## config.mk

```make
export PLATFORM = sky130hd
export DESIGN_NAME = cclut_position_builder
export DESIGN_NICKNAME = d
export VERILOG_FILES = /design/src/rtl/cclut_position_builder.sv
export SDC_FILE = /design/constraint.sdc
export NUM_CORES = 1
export LEC_CHECK = 0
export CORE_UTILIZATION = 50
export CTS_BUF_LIST = sky130_fd_sc_hd__clkbuf_16
export DETAILED_ROUTE_END_ITERATION = 6
export HOLD_SLACK_MARGIN = 0.03
export PLACE_DENSITY = 0.88
export SYNTH_ARGS = -nofsm -noshare
export SYNTH_HDL_FRONTEND = slang
export SYNTH_SLANG_ARGS = --single-unit
```

## constraint.sdc

```tcl
create_clock -name clock -period 8.3 [get_ports clock]
set_clock_uncertainty 0.15 [all_clocks]
set_input_delay 0.83 -clock clock [delete_from_list [all_inputs] [get_ports clock]]
set_output_delay 0.83 -clock clock [all_outputs]
set_load 0.02 [all_outputs]
```

## src/rtl/cclut_position_builder.sv

```systemverilog
// Refines the two best CLCT candidates into halfstrip/quarter/eighth-strip positions using the LUT offset/bend words.
// Optional statistics counters are enabled by defining CCLUT_POS_STATS_EN.
module cclut_position_builder #(
    parameter int MXHS    = 224,
    parameter int MXKEYBX = 8,
    parameter int MXPIDB  = 4,
    parameter int MXOFFSB = 4,
    parameter int MXBNDB  = 5,
    parameter int MXESB   = 10
) (
    input  logic                clock,
    input  logic                reset,
    input  logic                vld0_in,
    input  logic                vld1_in,
    input  logic [MXKEYBX-1:0]  key0_in,
    input  logic [MXKEYBX-1:0]  key1_in,
    input  logic [MXPIDB-1:0]   pid0_in,
    input  logic [MXPIDB-1:0]   pid1_in,
    input  logic [MXOFFSB-1:0]  offs0,
    input  logic [MXOFFSB-1:0]  offs1,
    input  logic [MXBNDB-1:0]   bend0,
    input  logic [MXBNDB-1:0]   bend1,
    output logic                clct0_vld,
    output logic                clct1_vld,
    output logic [MXKEYBX-1:0]  clct0_hs,
    output logic [MXKEYBX-1:0]  clct1_hs,
    output logic                clct0_qs,
    output logic                clct1_qs,
    output logic                clct0_es,
    output logic                clct1_es,
    output logic [MXBNDB-1:0]   clct0_bend,
    output logic [MXBNDB-1:0]   clct1_bend,
    output logic [MXPIDB-1:0]   clct0_pid,
    output logic [MXPIDB-1:0]   clct1_pid,
    output logic                clamp0,
    output logic                clamp1,
    output logic                lut_miss0,
    output logic                lut_miss1,
    output logic                dup_flag,
    input  logic                stat_clr,
    output logic [15:0]         stat_clamp_cnt,
    output logic [15:0]         stat_miss_cnt
);

    localparam int ESW = MXESB + 2;
    localparam logic signed [ESW-1:0] ES_MAX    = ESW'(4 * MXHS - 1);
    localparam logic signed [ESW-1:0] OFFS_ZERO = ESW'(7);

    logic [1:0]           vld_bus;
    logic [2*MXKEYBX-1:0] key_bus;
    logic [2*MXPIDB-1:0]  pid_bus;
    logic [2*MXOFFSB-1:0] offs_bus;
    logic [2*MXBNDB-1:0]  bend_bus;

    assign vld_bus  = {vld1_in, vld0_in};
    assign key_bus  = {key1_in, key0_in};
    assign pid_bus  = {pid1_in, pid0_in};
    assign offs_bus = {offs1, offs0};
    assign bend_bus = {bend1, bend0};

    genvar gi;
    generate
        for (gi = 0; gi < 2; gi++) begin : g_cand
            logic                    vld_a_reg;
            logic [MXKEYBX-1:0]      key_a_reg;
            logic [MXPIDB-1:0]       pid_a_reg;
            logic signed [ESW-1:0]   es_raw;
            logic [MXOFFSB-1:0]      offs_eff;
            logic [MXESB-1:0]        es_b;
            logic [MXBNDB-1:0]       bend_b;
            logic [MXPIDB-1:0]       pid_b;
            logic                    clamp_b;
            logic                    miss_b;
            logic                    vld_c_reg;
            logic [MXESB-1:0]        es_c_reg;
            logic [MXBNDB-1:0]       bend_c_reg;
            logic [MXPIDB-1:0]       pid_c_reg;
            logic                    clamp_c_reg;
            logic                    miss_c_reg;

            // Candidate fields arrive one cycle ahead of the LUT words, so they are aligned here.
            always_ff @(posedge clock) begin
                if (reset) begin
                    vld_a_reg <= 1'b0;
                    key_a_reg <= '0;
                    pid_a_reg <= '0;
                end else begin
                    vld_a_reg <= vld_bus[gi];
                    key_a_reg <= key_bus[gi*MXKEYBX +: MXKEYBX];
                    pid_a_reg <= pid_bus[gi*MXPIDB +: MXPIDB];
                end
            end

            always_comb begin
                offs_eff = offs_bus[gi*MXOFFSB +: MXOFFSB];
                bend_b   = bend_bus[gi*MXBNDB +: MXBNDB];
                pid_b    = pid_a_reg;
                miss_b   = 1'b0;
                clamp_b  = 1'b0;
                // Pattern IDs beyond the LUT fall back to the centred offset with no bend.
                if (pid_a_reg > MXPIDB'(4)) begin
                    offs_eff = MXOFFSB'(7);
                    bend_b   = '0;
                    miss_b   = 1'b1;
                end
                es_raw = ESW'({key_a_reg, 2'b00}) + ESW'(offs_eff) - OFFS_ZERO;
                es_b   = es_raw[MXESB-1:0];
                if (es_raw[ESW-1]) begin
                    es_b    = '0;
                    clamp_b = 1'b1;
                end else if (es_raw > ES_MAX) begin
                    es_b    = ES_MAX[MXESB-1:0];
                    clamp_b = 1'b1;
                end
                if (!vld_a_reg) begin
                    es_b    = '0;
                    bend_b  = '0;
                    pid_b   = '0;
                    miss_b  = 1'b0;
                    clamp_b = 1'b0;
                end
            end

            always_ff @(posedge clock) begin
                if (reset) begin
                    vld_c_reg   <= 1'b0;
                    es_c_reg    <= '0;
                    bend_c_reg  <= '0;
                    pid_c_reg   <= '0;
                    clamp_c_reg <= 1'b0;
                    miss_c_reg  <= 1'b0;
                end else begin
                    vld_c_reg   <= vld_a_reg;
                    es_c_reg    <= es_b;
                    bend_c_reg  <= bend_b;
                    pid_c_reg   <= pid_b;
                    clamp_c_reg <= clamp_b;
                    miss_c_reg  <= miss_b;
                end
            end
        end
    endgenerate

    logic dup_b;
    logic dup_c_reg;

    assign dup_b = g_cand[0].vld_a_reg & g_cand[1].vld_a_reg & (g_cand[0].es_b == g_cand[1].es_b);

    always_ff @(posedge clock) begin
        if (reset) begin
            dup_c_reg <= 1'b0;
        end else begin
            dup_c_reg <= dup_b;
        end
    end

    assign clct0_vld  = g_cand[0].vld_c_reg;
    assign clct1_vld  = g_cand[1].vld_c_reg;
    assign clct0_hs   = g_cand[0].es_c_reg[MXESB-1:2];
    assign clct1_hs   = g_cand[1].es_c_reg[MXESB-1:2];
    assign clct0_qs   = g_cand[0].es_c_reg[1];
    assign clct1_qs   = g_cand[1].es_c_reg[1];
    assign clct0_es   = g_cand[0].es_c_reg[0];
    assign clct1_es   = g_cand[1].es_c_reg[0];
    assign clct0_bend = g_cand[0].bend_c_reg;
    assign clct1_bend = g_cand[1].bend_c_reg;
    assign clct0_pid  = g_cand[0].pid_c_reg;
    assign clct1_pid  = g_cand[1].pid_c_reg;
    assign clamp0     = g_cand[0].clamp_c_reg;
    assign clamp1     = g_cand[1].clamp_c_reg;
    assign lut_miss0  = g_cand[0].miss_c_reg;
    assign lut_miss1  = g_cand[1].miss_c_reg;
    assign dup_flag   = dup_c_reg;

`ifdef CCLUT_POS_STATS_EN
    logic [15:0] clamp_cnt_reg;
    logic [15:0] miss_cnt_reg;
    logic [1:0]  clamp_inc;
    logic [1:0]  miss_inc;

    function automatic logic [15:0] sat_add(input logic [15:0] cnt, input logic [1:0] inc);
        logic [16:0] sum;
        sum = {1'b0, cnt} + 17'(inc);
        return sum[16] ? 16'hFFFF : sum[15:0];
    endfunction

    assign clamp_inc = {1'b0, clamp0} + {1'b0, clamp1};
    assign miss_inc  = {1'b0, lut_miss0} + {1'b0, lut_miss1};

    // Clear wins over a same-cycle increment.
    always_ff @(posedge clock) begin
        if (reset || stat_clr) begin
            clamp_cnt_reg <= '0;
            miss_cnt_reg  <= '0;
        end else begin
            clamp_cnt_reg <= sat_add(clamp_cnt_reg, clamp_inc);
            miss_cnt_reg  <= sat_add(miss_cnt_reg, miss_inc);
        end
    end

    assign stat_clamp_cnt = clamp_cnt_reg;
    assign stat_miss_cnt  = miss_cnt_reg;
`else
    logic stat_clr_unused;
    assign stat_clr_unused = stat_clr;
    assign stat_clamp_cnt  = '0;
    assign stat_miss_cnt   = '0;
`endif

endmodule
```

==> flow_summary.rst, run 1 <==
.. list-table::
   :header-rows: 1

   * - Metric
     - Value
   * - Status
     - complete, no violations
   * - Data required, critical path
     - around 8.4 ns
   * - Cell Count, Final, Fillers Out
     - between 600 and 700
   * - Clock tree from TritonCTS
     - yes
   * - Largest net degree at the start of global routing
     - 42
   * - Switching part of the total
     - between 20% and 30%
   * - Max transition margin
     - ~60%
   * - Number of vias in the routed layout
     - between 3000 and 4000
   * - Cell-by-cell listing of the critical path
     - clkdlybuf4s50_1, or3_1, ha_1, ha_1, a211oi_2, o21ai_0, a311oi_2, a2111oi_4, nor2_1, a21oi_1, mux2i_1, mux2i_1, nor4b_2
   * - Clk pwr share
     - around two fifths
   * - Detailed-route vias per instance
     - roughly 5.0
   * - Relative contribution of sequential cells to total power
     - between 30 and 40%
   * - Storage cell area
     - between 1000 and 1500 um^2
   * - HP Class
     - reg -> reg
   * - DRT Wirelength
     - a little under 8000 um
   * - Quantity of hold-fixing buffers added after cts
     - 0
   * - Total of buffers placed on input and output ports
     - 90
   * - Setup-failing EPs final
     - 0
   * - Placement Setup Slack
     - around 3.6 ns
   * - Number of nets in the layout
     - about 570
   * - Warnings, synthesis
     - 0
   * - Detailed-route DRC error count
     - 0
   * - Syn Std Cell Area
     - approximately 3700 um^2
   * - Static leakage
     - 2.07 nW
   * - Fin crit share
     - between 50% and 60%
   * - DR WL/cell
     - 13.0 um
   * - Vias in the first global route
     - ~2800
   * - Most common flop cell mapped by yosys
     - sky130_fd_sc_hd__dfxtp_1
   * - Syn avg cell area
     - between 8 and 9 um^2
   * - Flop and latch count out of synthesis
     - between 70 and 80
   * - Global-route wire length before repair
     - 12900 um
   * - Maximum vdd ir drop
     - about 0.13 mV
   * - Post-CTS setup buffer count
     - 0
   * - Post-synthesis sequential area ratio
     - between 30% and 40%
   * - Transition at the pin with the smallest max-transition slack
     - approximately 0.60 ns
   * - CP peak stage delay
     - slightly below 0.5 ns
   * - Final worst-path setup slack
     - about 3.9 ns
   * - Worst-skew pair later-pin latency
     - 0.33 ns
   * - Worst Hold Depth
     - 1
   * - Total negative slack
     - 0 ns
   * - Number of antenna violations at the first check in global routing
     - 0
   * - Post-DRT Antenna Nets
     - 0
   * - FF-to-FF path depth
     - 15
   * - Antenna cells
     - 0
   * - Routability congestion estimate from global placement
     - 0.842
   * - Worst endpoint data arrival time
     - approximately 4.5 ns
   * - Std cell rows
     - 30
   * - Synthesis-to-layout area growth
     - 31.8%
   * - Post-route minimum period
     - roughly 4.4 ns
   * - Number of gates given a new drive strength after cts
     - 0
   * - Setup repair after global routing missed its margin
     - no
   * - Die width
     - ~90 um
   * - Final Hold Viols
     - 0
   * - Number of flip-flops under the largest register name
     - 20
   * - Total clock buffers created by CTS
     - 9
   * - Total power after layout
     - slightly above 1 mW
   * - Post-synth ARST share
     - 0%
   * - Remaining global-route overflow
     - 0
   * - Fraction of final layout cells sized beyond drive strength 1
     - around 8%
   * - # H-tree levels
     - 3
   * - Critical Path Sink Type
     - flip-flop
   * - Overall fraction of global-route tracks in use
     - a little over a fifth
   * - DRC marker count from the first detailed-route iteration
     - 160
   * - Number of different library cells in the post-synthesis netlist
     - 66
   * - Number of enable-type register cells in the synthesized netlist
     - 0
   * - Clk Tree Root Cell
     - sky130_fd_sc_hd__clkbuf_16
   * - Max_cap viols
     - 0
   * - Height of the die
     - a little under 90 um
   * - Max FO, Critical Path
     - 9
   * - Post-Synthesis Cells
     - 410
   * - Slowest cell on the critical path
     - sky130_fd_sc_hd__nor2_1
   * - First-pass iteration count of the detailed router
     - 6
   * - I/O pins
     - 124
   * - Floorplan core area
     - 6940 um^2
   * - Power per Cell Area
     - roughly 210 nW/um^2
   * - Clock slew at the register clock pins of the worst setup and hold paths
     - about 0.060 ns
   * - Cell total after placement
     - between 500 and 600
   * - Clk sinks
     - 71
   * - Die Footprint
     - roughly 7700 um^2
   * - Peak Freq
     - roughly 230 MHz
   * - Detailed Place HPWL
     - 5970 um
   * - Internal power of the cells
     - between 0.7 and 0.8 mW
   * - Pins over their slew limit
     - 0
   * - Filler Cell Count
     - between 500 and 600
   * - Comb power frac
     - between 20% and 30%
   * - Crit path kind
     - in -> reg
   * - Worst hold slack across all endpoints
     - about 0.30 ns
   * - Switching component of the power
     - about 0.29 mW
   * - Starting Density
     - between 50 and 60%
   * - Area of the multi-input gates
     - between 1500 and 2000 um^2
   * - Critical path startpoint category
     - primary input
   * - Number of buffers on the longest clock path
     - 2
cell type report:
cell class              count  share of cell area, %
clock buffers               9                   4.64
clock inverters             6                   1.75
well taps                  96                   2.47
inverters                  32                   2.47
flip-flops and latches     71                   29.3
repair buffers             91                   18.7
multi-input cells         297                   40.7
critical path, delay by kind of cell:
family | cells | cell delay [ns]
AO/OA/AOI/OAI | 5 | 1.23
adder cells (fa/ha/maj) | 2 | 0.56
buffers and inverters | 1 | 0.40
multiplexers | 2 | 0.31
AND/OR/NAND/NOR | 3 | 1.17
power by group through the flow:
| stage | logic, mW | clock network [mW] | registers [mW] |
|---|---|---|---|
| after floorplan | 0.182 | 0 | 0.378 |
| after global placement | 0.240 | 0 | 0.368 |
| after detailed placement | 0.245 | 0 | 0.369 |
| after CTS | 0.247 | 0.409 | 0.362 |
| after global routing | 0.275 | 0.426 | 0.363 |
| final | 0.250 | 0.402 | 0.361 |
cell families (layout without fill, tap and decap cells):
family                     Yosys count  after routing  share of synthesized area, %
AOI/OAI and AO/OA                   76             76                          16.0
xor gates and xnor gates            13             13                          3.09
adders and majority gates           24             24                          8.16
buffers and inverters               73            138                          10.9
DFF                                 71             71                          38.6
muxes                                2              2                         0.544
other                                1             32                         0.102
and+or+nand+nor                    150            150                          22.6
cells in the final DEF, fill, tap and decap left out, types with 3 or more instances in the layout:
cell type	count
sky130_fd_sc_hd__a211oi_1	3
sky130_fd_sc_hd__a21o_1	6
sky130_fd_sc_hd__a21oi_1	17
sky130_fd_sc_hd__a221oi_1	3
sky130_fd_sc_hd__a22oi_1	3
sky130_fd_sc_hd__a31oi_1	7
sky130_fd_sc_hd__and2_1	8
sky130_fd_sc_hd__and3_1	10
sky130_fd_sc_hd__clkbuf_16	9
sky130_fd_sc_hd__clkdlybuf4s50_1	90
sky130_fd_sc_hd__conb_1	32
sky130_fd_sc_hd__dfxtp_1	71
sky130_fd_sc_hd__ha_1	24
sky130_fd_sc_hd__inv_1	32
sky130_fd_sc_hd__nand2_1	19
sky130_fd_sc_hd__nand2b_1	5
sky130_fd_sc_hd__nand3_1	3
sky130_fd_sc_hd__nand4_1	4
sky130_fd_sc_hd__nor2_1	36
sky130_fd_sc_hd__nor2b_1	28
sky130_fd_sc_hd__nor3_1	11
sky130_fd_sc_hd__o21a_1	5
sky130_fd_sc_hd__o21ai_0	7
sky130_fd_sc_hd__o21ai_2	3
sky130_fd_sc_hd__or3_1	6
sky130_fd_sc_hd__xnor2_1	9
sky130_fd_sc_hd__xor2_1	4
stage by stage:
stage / utilization (%) / area, um^2
floorplan: - / 3800
global placement: 65.4 / 4540
detailed placement: 65.4 / 4540
CTS: 69.9 / 4850
global route: 69.9 / 4850
finish: 69.9 / 4850
cells in the mapped netlist (8+ instances only):
library cell	n	area (um^2)
sky130_fd_sc_hd__dfxtp_1	71	1420
sky130_fd_sc_hd__nand2_1	19	71.3
sky130_fd_sc_hd__nor3_1	11	55.1
sky130_fd_sc_hd__nor2b_1	28	175
sky130_fd_sc_hd__nor2_1	36	135
sky130_fd_sc_hd__and2_1	8	50.1
sky130_fd_sc_hd__inv_1	32	120
sky130_fd_sc_hd__a21oi_1	17	85.1
sky130_fd_sc_hd__ha_1	24	300
sky130_fd_sc_hd__buf_4	32	240
sky130_fd_sc_hd__xnor2_1	9	78.8
sky130_fd_sc_hd__and3_1	10	62.6
per-layer routing:
layer | vias to the layer above | track usage [%] | share of wire, %
met3 | 12 | 5.75 | 5.7
met2 | 103 | 37.0 | 49
met1 | 1394 | 26.9 | 44
met4 | 0 | 7.15 | 1.4
li1 | 1523 | - | -
met5 | - | 0 | 0
final timing paths:
check / startpoint / end / slack [ns]
setup / recovery: offs1[2] / dup_flag / 3.86
hold / removal: g_cand[0].pid_a_reg[2] / clct0_pid[2] / 0.30
setup reg to reg: g_cand[1].pid_a_reg[0] / dup_flag / 4.07
hold reg to reg: g_cand[0].pid_a_reg[2] / clct0_pid[2] / 0.30
No activity file was read; power rests on OpenSTA's default activity.
==> run 2: changes to the inputs <==
--- a/config.mk
+++ b/config.mk
@@ -5,11 +5,11 @@
 export SDC_FILE = /design/constraint.sdc
 export NUM_CORES = 1
 export LEC_CHECK = 0
-export CORE_UTILIZATION = 50
+export CORE_UTILIZATION = 42
 export CTS_BUF_LIST = sky130_fd_sc_hd__clkbuf_16
 export DETAILED_ROUTE_END_ITERATION = 6
 export HOLD_SLACK_MARGIN = 0.03
-export PLACE_DENSITY = 0.88
+export PLACE_DENSITY = 0.79
 export SYNTH_ARGS = -nofsm -noshare
 export SYNTH_HDL_FRONTEND = slang
 export SYNTH_SLANG_ARGS = --single-unit
==> constraint.sdc (replaced) <==
create_clock -name clock -period 4.05 [get_ports clock]
set_clock_uncertainty 0.15 [all_clocks]
set_input_delay 0.405 -clock clock [delete_from_list [all_inputs] [get_ports clock]]
set_output_delay 0.405 -clock clock [all_outputs]
set_load 0.02 [all_outputs]
==> flow_summary.rst, run 2 (synthesis gave the netlist of run 1 again) <==
.. list-table::
   :header-rows: 1

   * - Metric
     - Value
   * - Area of the multi-input gates
     - 2020 um^2 (+2.2%)
   * - Crit path kind
     - in -> reg
   * - Height of the die
     - 95.6 um (+8.9%)
   * - DRC marker count from the first detailed-route iteration
     - 136 (-15%)
   * - Vias in the first global route
     - 2757 (-1.1%)
   * - Total clock buffers created by CTS
     - 9 (unchanged)
   * - Storage cell area
     - 1420 um^2 (unchanged)
   * - DRT Wirelength
     - 7850 um (+0.27%)
   * - Kind of cell adding the most delay to the critical path
     - simple AND/OR/NAND/NOR gates
   * - Floorplan core area
     - 8340 um^2 (+20%)
   * - Worst endpoint data arrival time
     - 3.88 ns (-0.63 ns)
   * - Most common cell after layout, fill and taps aside
     - sky130_fd_sc_hd__clkdlybuf4s50_1
   * - Number of nets in the layout
     - 591 (+3.1%)
   * - Die width
     - 95.6 um (+8.9%)
   * - Critical path startpoint category
     - primary input
   * - Critical Path Sink Type
     - flip-flop
   * - Total of buffers placed on input and output ports
     - 90 (unchanged)
   * - Die Footprint
     - 9140 um^2 (+19%)
   * - Post-route minimum period
     - about 3.8 ns
   * - Maximum vdd ir drop
     - 0.200 mV (+56%)
   * - Power per Cell Area
     - 407 nW/um^2 (+95%)
   * - Setup-failing EPs final
     - 0 (unchanged)
   * - Largest net degree at the start of global routing
     - 29 (-31%)
   * - Clk Tree Root Cell
     - sky130_fd_sc_hd__clkbuf_16
   * - First-pass iteration count of the detailed router
     - 4 (-2)
   * - Slowest cell on the critical path
     - sky130_fd_sc_hd__a2111oi_4
   * - Fin crit share
     - a little over nine tenths
   * - Relative contribution of sequential cells to total power
     - 36.3% (+0.6 points)
   * - HP Class
     - reg -> reg
   * - Max_cap viols
     - 0 (unchanged)
   * - Final Hold Viols
     - 0 (unchanged)
   * - Number of antenna violations at the first check in global routing
     - 0 (unchanged)
   * - Post-CTS setup buffer count
     - 0 (unchanged)
   * - Switching part of the total
     - 31.7% (+2.7 points)
   * - Fraction of final layout cells sized beyond drive strength 1
     - 12.4% (+4.5 points)
   * - Cell-by-cell listing of the critical path
     - clkdlybuf4s50_1, or3_1, ha_1, ha_1, a211oi_2, or3_4, a21o_1, a2111oi_4, or2_1, o21ai_2, and3_2, a211oi_2, nor4b_2
   * - Synthesis-to-layout area growth
     - 36.0%
   * - Clock tree from TritonCTS
     - yes
   * - Pins over their slew limit
     - 0 (unchanged)
   * - Number of vias in the routed layout
     - 3036 (+0.13%)
   * - Total power after layout
     - 2.04 mW (+100%)
   * - # H-tree levels
     - 3 (unchanged)
   * - Most frequent cells in the layout
     - sky130_fd_sc_hd__clkdlybuf4s50_1 (90), sky130_fd_sc_hd__dfxtp_1 (71), sky130_fd_sc_hd__nor2_1 (35)
   * - Overall fraction of global-route tracks in use
     - 17.6% (-4.2 points)
   * - Remaining global-route overflow
     - 0 (unchanged)
   * - Static leakage
     - 2.15 nW (+3.6%)
   * - Number of flip-flops under the largest register name
     - 20 (unchanged)
   * - Data required, critical path
     - 4.12 ns (-4.25 ns)
   * - Max transition margin
     - 61.7% (+2.2 points)
   * - Clk pwr share
     - 36.1% (-3.6 points)
   * - CP peak stage delay
     - 0.55 ns (+0.06 ns)
   * - Worst hold slack across all endpoints
     - 0.297 ns (-0.00118 ns)
   * - Post-DRT Antenna Nets
     - 0 (unchanged)
   * - Transition at the pin with the smallest max-transition slack
     - 0.570 ns (-0.0343 ns)
   * - Routability congestion estimate from global placement
     - 0.812 (-3.6%)
   * - Detailed-route vias per instance
     - 4.82 (-4.3%)
   * - Antenna cells
     - 0 (unchanged)
   * - Reg2Reg Setup Slack
     - 0.25 ns (-3.82 ns)
   * - Status
     - complete, no violations
   * - Worst-skew pair later-pin latency
     - 0.34 ns (about the same)
   * - Comb power frac
     - 27.6% (+2.9 points)
   * - Switching component of the power
     - 0.645 mW (+120%)
   * - Internal power of the cells
     - 1.39 mW (+94%)
   * - Area of all placed cells without fillers
     - 5010 um^2 (+3.1%)
   * - Cell area reported after detailed placement
     - 4680 um^2 (+3.1%)
   * - Number of buffers on the longest clock path
     - 2 (unchanged)
   * - Global-route wire length before repair
     - 12500 um (-2.9%)
   * - Peak Freq
     - around 260 MHz
   * - Std cell rows
     - 33 (+10%)
   * - Detailed-route DRC error count
     - 0 (unchanged)
   * - Max FO, Critical Path
     - 6 (-3)
   * - Starting Density
     - 44.1% (-8.9 points)
   * - Clk sinks
     - 71 (unchanged)
   * - Crit path buffers/inverters
     - 1 (unchanged)
   * - I/O pins
     - 124 (unchanged)
   * - Clock slew at the register clock pins of the worst setup and hold paths
     - 0.06 ns (about the same)
   * - Filler Cell Count
     - 747 (+46%)
   * - DR WL/cell
     - 12.5 um (-4.2%)
   * - Detailed Place HPWL
     - 6120 um (+2.5%)
   * - Quantity of hold-fixing buffers added after cts
     - 0 (unchanged)
   * - Final Util
     - 60.0% (-9.9 points)
==> run 2: cell count changes in the layout (fill, tap and decap cells not counted), sizes merged <==
cell,delta
bufinv,-2
clkinv,-1
inv,+2
clkinvlp,+2
and2,+1
buf,+17
==> run 2: area by class of cell <==
cell class                 instances  share of cell area, %
multi-input combinational        298                   40.3
sequential                        71                   28.4
timing repair buffer             108                   20.7
clock buffer                       9                   4.50
tap                              105                   2.62
inverter                          32                   2.40
clock inverter                     7                   1.10
==> run 2: routing by layer <==
layer,share of wire (%),up-vias,GRT usage (%)
met4,1.5,0,7.59
met1,46,1369,22.4
met2,48,88,28.9
met5,0,-,0
met3,4.8,12,3.43
li1,-,1567,-
==> run 2: stage by stage <==
stage	worst slack (ns)	setup TNS, ns	instances
final	0.236	0	630
after floorplan	0.472	0	441
after global routing	-0.00981	-0.00981	630
after CTS	0.248	0	629
after detailed placement	-0.0753	-0.0753	613
after global placement	-0.0178	-0.0178	613
==> run 2: what timing repair did <==
action,4_1_cts,5_1_grt
setup endpoints to repair,0,1
hold endpoints to repair,0,0
resized for setup,0,6
==> run 2: worst paths after layout <==
check	start	end	depth (start not counted)
worst max-delay path	offs1[2]	dup_flag	13
worst min-delay path	g_cand[0].pid_a_reg[0]	clct0_pid[0]	1
worst max register to register	g_cand[1].pid_a_reg[0]	dup_flag	15
worst min register to register	g_cand[0].pid_a_reg[0]	clct0_pid[0]	1
==> run 2: power by group through the flow <==
stage | clock [mW] | sequential (mW) | combinational, mW
2_1_floorplan | 0 | 0.774 | 0.372
3_3_place_gp | 0 | 0.755 | 0.532
3_5_place_dp | 0 | 0.756 | 0.541
4_1_cts | 0.746 | 0.740 | 0.546
5_1_grt | 0.778 | 0.743 | 0.618
6_report | 0.735 | 0.740 | 0.563
